## src/rtl/algorithm_reduce_if.sv

```systemverilog
// Start/result handshake plus element stream for algorithm_reduce.
// The caller uses the master modport; the reducer uses the slave modport.
interface algorithm_reduce_if #(
    parameter int N  = 8,
    parameter int CW = 16
);
    logic          in_valid;
    logic          in_ready;
    logic          out_valid;
    logic          out_ready;
    logic [N-1:0]  sIn;
    logic          sIn_valid;
    logic          sIn_last;
    logic          sIn_ready;
    logic [N-1:0]  sum;
    logic [CW-1:0] count;
    logic          ovf;

    modport master (
        output in_valid, out_ready, sIn, sIn_valid, sIn_last,
        input  in_ready, out_valid, sIn_ready, sum, count, ovf
    );

    modport slave (
        input  in_valid, out_ready, sIn, sIn_valid, sIn_last,
        output in_ready, out_valid, sIn_ready, sum, count, ovf
    );
endinterface

```

## src/rtl/algorithm_reduce.sv

```systemverilog
// Signed stream reducer (sum/min/max) with element count and start/result handshake.
// Define ALGORITHM_REDUCE_SAT_EN to make the sum saturate and report ovf.
module algorithm_reduce #(
    parameter int N  = 8,
    parameter int OP = 0,
    parameter int CW = 16
) (
    input  logic               clk,
    input  logic               nrst,
    algorithm_reduce_if.slave  bus
);

    if (OP < 0 || OP > 2) begin : g_bad_op
        $error("algorithm_reduce: OP must be 0 (sum), 1 (min) or 2 (max)");
    end

    localparam logic [N-1:0] SMAX  = {1'b0, {(N-1){1'b1}}};
    localparam logic [N-1:0] SMIN  = {1'b1, {(N-1){1'b0}}};
    // Seed value that leaves the first element unchanged under the chosen operation.
    localparam logic [N-1:0] IDENT = (OP == 1) ? SMAX : ((OP == 2) ? SMIN : '0);

    typedef enum logic [1:0] {IDLE, ACCUM, DONE} state_t;

    state_t        r_state;
    logic          r_inReady;
    logic          r_sInReady;
    logic          r_outValid;
    logic [N-1:0]  r_acc;
    logic [CW-1:0] r_count;
    logic [N-1:0]  w_next;

`ifdef ALGORITHM_REDUCE_SAT_EN
    logic          r_ovf;
    logic [N:0]    w_wide;
    logic          w_clamp;
`endif

    always_comb begin
        w_next = r_acc;
`ifdef ALGORITHM_REDUCE_SAT_EN
        w_wide  = {r_acc[N-1], r_acc} + {bus.sIn[N-1], bus.sIn};
        w_clamp = 1'b0;
`endif
        case (OP)
            1: w_next = ($signed(bus.sIn) < $signed(r_acc)) ? bus.sIn : r_acc;
            2: w_next = ($signed(bus.sIn) > $signed(r_acc)) ? bus.sIn : r_acc;
            default: begin
`ifdef ALGORITHM_REDUCE_SAT_EN
                // Differing top two bits of the widened sum mean it left the N-bit range.
                if (w_wide[N] != w_wide[N-1]) begin
                    w_clamp = 1'b1;
                    w_next  = w_wide[N] ? SMIN : SMAX;
                end else begin
                    w_next  = w_wide[N-1:0];
                end
`else
                w_next = r_acc + bus.sIn;
`endif
            end
        endcase
    end

    always_ff @(posedge clk or negedge nrst) begin
        if (!nrst) begin
            r_state    <= IDLE;
            r_inReady  <= 1'b1;
            r_sInReady <= 1'b0;
            r_outValid <= 1'b0;
            r_acc      <= '0;
            r_count    <= '0;
`ifdef ALGORITHM_REDUCE_SAT_EN
            r_ovf      <= 1'b0;
`endif
        end else begin
            case (r_state)
                IDLE: begin
                    if (bus.in_valid) begin
                        r_state    <= ACCUM;
                        r_inReady  <= 1'b0;
                        r_sInReady <= 1'b1;
                        r_acc      <= IDENT;
                        r_count    <= '0;
`ifdef ALGORITHM_REDUCE_SAT_EN
                        r_ovf      <= 1'b0;
`endif
                    end
                end
                ACCUM: begin
                    if (bus.sIn_valid) begin
                        r_acc <= w_next;
                        if (r_count != {CW{1'b1}}) begin
                            r_count <= r_count + {{(CW-1){1'b0}}, 1'b1};
                        end
`ifdef ALGORITHM_REDUCE_SAT_EN
                        if (w_clamp) begin
                            r_ovf <= 1'b1;
                        end
`endif
                        if (bus.sIn_last) begin
                            r_state    <= DONE;
                            r_sInReady <= 1'b0;
                            r_outValid <= 1'b1;
                        end
                    end
                end
                DONE: begin
                    if (bus.out_ready) begin
                        r_state    <= IDLE;
                        r_outValid <= 1'b0;
                        r_inReady  <= 1'b1;
                    end
                end
                default: begin
                    r_state    <= IDLE;
                    r_inReady  <= 1'b1;
                    r_sInReady <= 1'b0;
                    r_outValid <= 1'b0;
                end
            endcase
        end
    end

    assign bus.in_ready  = r_inReady;
    assign bus.sIn_ready = r_sInReady;
    assign bus.out_valid = r_outValid;
    assign bus.sum       = r_acc;
    assign bus.count     = r_count;
`ifdef ALGORITHM_REDUCE_SAT_EN
    assign bus.ovf       = r_ovf;
`else
    assign bus.ovf       = 1'b0;
`endif

endmodule
```

## src/flat_wrapper.sv

```systemverilog
// flat-port wrapper written by rule: the top's interface ports become plain ports
module algorithm_reduce_flat 
#(
    parameter int N  = 8,
    parameter int OP = 0,
    parameter int CW = 16
)
  (clk, nrst, bus_in_valid, bus_out_ready, bus_sIn, bus_sIn_valid, bus_sIn_last, bus_in_ready, bus_out_valid, bus_sIn_ready, bus_sum, bus_count, bus_ovf);
  algorithm_reduce_if #(.N(N), .CW(CW)) bus_i ();
  input  logic clk;
  input  logic nrst;
  input wire logic [$bits(bus_i.in_valid)-1:0] bus_in_valid;
  input wire logic [$bits(bus_i.out_ready)-1:0] bus_out_ready;
  input wire logic [$bits(bus_i.sIn)-1:0] bus_sIn;
  input wire logic [$bits(bus_i.sIn_valid)-1:0] bus_sIn_valid;
  input wire logic [$bits(bus_i.sIn_last)-1:0] bus_sIn_last;
  output wire logic [$bits(bus_i.in_ready)-1:0] bus_in_ready;
  output wire logic [$bits(bus_i.out_valid)-1:0] bus_out_valid;
  output wire logic [$bits(bus_i.sIn_ready)-1:0] bus_sIn_ready;
  output wire logic [$bits(bus_i.sum)-1:0] bus_sum;
  output wire logic [$bits(bus_i.count)-1:0] bus_count;
  output wire logic [$bits(bus_i.ovf)-1:0] bus_ovf;
  assign bus_i.in_valid = bus_in_valid;
  assign bus_i.out_ready = bus_out_ready;
  assign bus_i.sIn = bus_sIn;
  assign bus_i.sIn_valid = bus_sIn_valid;
  assign bus_i.sIn_last = bus_sIn_last;
  assign bus_in_ready = bus_i.in_ready;
  assign bus_out_valid = bus_i.out_valid;
  assign bus_sIn_ready = bus_i.sIn_ready;
  assign bus_sum = bus_i.sum;
  assign bus_count = bus_i.count;
  assign bus_ovf = bus_i.ovf;
  algorithm_reduce #(.N(N), .OP(OP), .CW(CW)) u_core (.clk(clk), .nrst(nrst), .bus(bus_i));
endmodule
```

## config.mk

```make
export PLATFORM = sky130hd
export DESIGN_NAME = algorithm_reduce_flat
export DESIGN_NICKNAME = d
export VERILOG_FILES = /design/src/rtl/algorithm_reduce_if.sv /design/src/rtl/algorithm_reduce.sv /design/src/flat_wrapper.sv
export SDC_FILE = /design/constraint.sdc
export NUM_CORES = 1
export LEC_CHECK = 0
export ABC_AREA = 1
export CORE_MARGIN = 4
export CORE_UTILIZATION = 25
export CTS_CLUSTER_DIAMETER = 80
export DETAILED_ROUTE_END_ITERATION = 10
export GPL_TIMING_DRIVEN = 0
export PLACE_DENSITY = 0.51
export SLEW_MARGIN = 20
export SYNTH_ARGS = -nofsm -noshare
export SYNTH_HDL_FRONTEND = slang
export SYNTH_SLANG_ARGS = --single-unit
```

## constraint.sdc

```tcl
create_clock -name clk -period 1.75 [get_ports clk]
set_input_delay 0.525 -clock clk [delete_from_list [all_inputs] [get_ports clk]]
set_output_delay 0.525 -clock clk [all_outputs]
set_load 0.1 [all_outputs]
```

==> impl_metrics.env <==
export IMPL_final_cells=423
export IMPL_clock_sinks=29
export IMPL_drv_cap=0
export IMPL_htreeDepth=2
export IMPL_fin_worst_skew_ns=0.0107
export IMPL_yosys_warnings=0
export IMPL_cp_required_ns=1.22
export IMPL_swShare=0.542
export IMPL_yosysTopAreaCell="dfrtp_1"
export IMPL_dp_cells=412
export IMPL_vias=1869
export IMPL_max_vdd_ir_drop_mv=0.455
export IMPL_antenna_found_initial=0
export IMPL_die_height_um=96.0
export IMPL_final_setup_viol_count=0
export IMPL_antenna_cells=0
export IMPL_slew_violations=0
export IMPL_wl_um=5080
export IMPL_synth_cells=272
export IMPL_io_pins=42
export IMPL_first_pass_iters=4
export IMPL_p_int_mw=1.72
export IMPL_critical_path_max_stage_delay_ns=0.46
export IMPL_fp_row_count=31
export IMPL_timing_slew_headroom=0.637
export IMPL_ys_seq_area_frac=0.375
export IMPL_ant_nets=0
export IMPL_p_per_area_nw_per_um2=1460
export IMPL_seqCellArea_sq_um=763
export IMPL_core_area_sq_um=7410
export IMPL_globalRouteTotalUtil=0.119
export IMPL_initial_core_util=0.261
export IMPL_hold_ws_ns=0.191
export IMPL_setup_ws_ns=0.0460
export IMPL_crit_fanout=7
export IMPL_cp_cell_sequence="buf_2"
export IMPL_area_delta_synth_final_pct=32.9
export IMPL_crit_family="flip-flops"
export IMPL_p_leak_nw=1.20
export IMPL_final_min_clock_period_ns=1.70
export IMPL_syn_area_per_cell_sq_um=7.12
export IMPL_drt_wirelength_per_cell_um=12.0
export IMPL_path_buf_inv=1
export IMPL_syn_nets=295
export IMPL_io_buffers=40
export IMPL_viasPerCell=4.42
export IMPL_multi_input_area_sq_um=1100
export IMPL_path_clk_slew_ns=0.06
export IMPL_worstSetupStartpointType="flip-flop"
export IMPL_drtIter0Drc=86
export IMPL_overflow=0
export IMPL_ys_seq_elements=29
export IMPL_combPwrFrac=0.584
export IMPL_die_x_um=96.0
export IMPL_syn_area_sq_um=1940
export IMPL_remaining_drc_errors=0
export IMPL_grt_max_degree=30
export IMPL_critical_path_arrival_ns=1.18
export IMPL_hold_viol=0
export IMPL_final_nets=346
export IMPL_dp_hpwl_um=3820
export IMPL_fillers=803
export IMPL_worst_pin_slew_ns=0.547
export IMPL_synth_area_leaders="dfrtp_1 (36%), nand2_1 (18%), nand3_1 (8.3%)"
export IMPL_hold_buffers=0
export IMPL_slowest_stage="dfrtp_4"
export IMPL_seqPwrFrac=0.264
export IMPL_hold_class="in -> async"
export IMPL_yosysTopAreaCellShare=0.362
export IMPL_finalCritPeriodShare=0.974
export IMPL_dp_slack_ns=-0.422
export IMPL_dieArea_sq_um=9220
export IMPL_status="finished clean"
export IMPL_gp_congestion=0.871
export IMPL_fin_setup_tns_ns=0
export IMPL_p_sw_mw=2.04
export IMPL_rsz0062_at_grt="no"
export IMPL_ys_types=29
export IMPL_grt_pass1_wl_um=8440
export IMPL_grt_pass1_vias=1748
export IMPL_clockBufferDepth=2
export IMPL_clock_latency_ns=0.28
export IMPL_endpoint_kind="output port"
export IMPL_cts_tree="done"
export IMPL_max_clock_freq_mhz=587
export IMPL_cts_made_buffers=5
export IMPL_drive_gt1_frac=0.287
export IMPL_cts_root_buffer="clkbuf_8"
export IMPL_clockPowerShare=0.153
export IMPL_critPathKind="reg -> out"
[cells in the mapped netlist, drive strengths merged]
cell,number
o31ai,1
a21oi,5
xor2,4
nor2,23
or2,2
dfstp,1
dfrtp,28
conb,1
xnor2,1
ha,8
nand3b,1
inv,35
clkbuf,1
nand3,32
nor3,2
buf,3
nand4,7
fa,1
nand2,97
o21ai,19
[worst reg2reg max path, cell delays in order, from the launching register on]
cell and delay, ns:
dfrtp_4 0.46, ha_4 0.17, nand2_2 0.08, nor2_4 0.13, nand2_2 0.07, nor2_2 0.10
nand2_2 0.11, nand2_8 0.13, buf_12 0.14, nand2_1 0.06, o21ai_1 0.07
[placed cells by master, fill, tap and decap left out, drive strengths merged]
master	count
dlygate4sd2	1
clkdlybuf4s50	11
ha	8
clkdlybuf4s15	1
nor3	2
inv	35
xor2	4
o21ai	19
dfstp	1
o31ai	1
nand2	97
or2	2
clkbuf	9
nand3b	1
fa	1
a21oi	5
nand4	7
clkdlybuf4s18	2
buf	32
conb	1
nand3	32
dfrtp	28
nor2	23
xnor2	1
[metal layers]
layer  share of wire  track usage  vias up  wire length (um)
met5               0            0        -                 0
met4           0.021       0.0486        0               106
met3           0.049       0.0274        7               247
met2            0.46        0.193       32              2320
met1            0.47        0.153      859              2400
li1                -            -      971                 -
[kinds of logic (layout without fill, tap and decap cells)]
kind of cell | after synthesis | count (layout) | share of synthesized area
simple gates | 164 | 164 | 0.373
buf+inv | 39 | 91 | 0.0917
xor+xnor | 5 | 5 | 0.0226
flops | 29 | 29 | 0.375
compound gates | 25 | 25 | 0.0736
other cells | 1 | 1 | 0.00194
fa+ha+maj | 9 | 9 | 0.0620
[power groups by stage]
stage               registers (mW)  clock network, mW  logic (mW)
floorplan                     1.86                  0       0.838
global placement              1.01                  0        2.22
detailed placement            1.01                  0        2.23
CTS                           1.00              0.601        2.18
global route                  1.02              0.631        2.40
finish                       0.992              0.574        2.20
[through the flow]
stage,cell area [sq um],util,total power [mW]
6_report,2570,0.348,3.76
2_1_floorplan,2010,-,2.69
5_1_grt,2570,0.348,4.05
3_3_place_gp,2530,0.342,3.23
4_1_cts,2550,0.344,3.78
3_5_place_dp,2550,0.344,3.24
[state kept, by name (all words and copies together), names as in the netlist]
signal                count
u_core.bus.count         16
u_core.bus.in_ready       1
u_core.bus.out_valid      1
u_core.bus.sIn_ready      1
u_core.bus.sum            8
u_core.r_state            2
[cell type report]
class / instances / area share
multi-input cells: 204 / 0.427
flip-flops and latches: 29 / 0.296
repair buffers: 44 / 0.124
inverters: 35 / 0.0510
well taps: 99 / 0.0481
clock buffers: 8 / 0.0350
plain buffers: 4 / 0.0185
[worst paths after layout]
path	slack (ns)	cells past startpoint	start	endpoint
max	0.05	1	u_core.bus.count[0]	bus_count[0]
min	0.19	2	nrst	u_core.bus.count[3]
max reg2reg	0.14	10	u_core.bus.count[0]	u_core.bus.count[5]
min reg2reg	0.48	2	u_core.bus.sIn_ready	u_core.bus.sIn_ready
max in group asynchronous	1.32	2	nrst	u_core.bus.in_ready
min in group clk	0.48	2	u_core.bus.sIn_ready	u_core.bus.sIn_ready
[repair_timing]
item	in CTS	in global routing
gates resized for setup	130	13
hold endpoints to repair	0	0
setup buffers	0	3
pin swaps	0	2
setup endpoints to repair	46	23
Note: power is estimated with default switching activity, not from simulation.
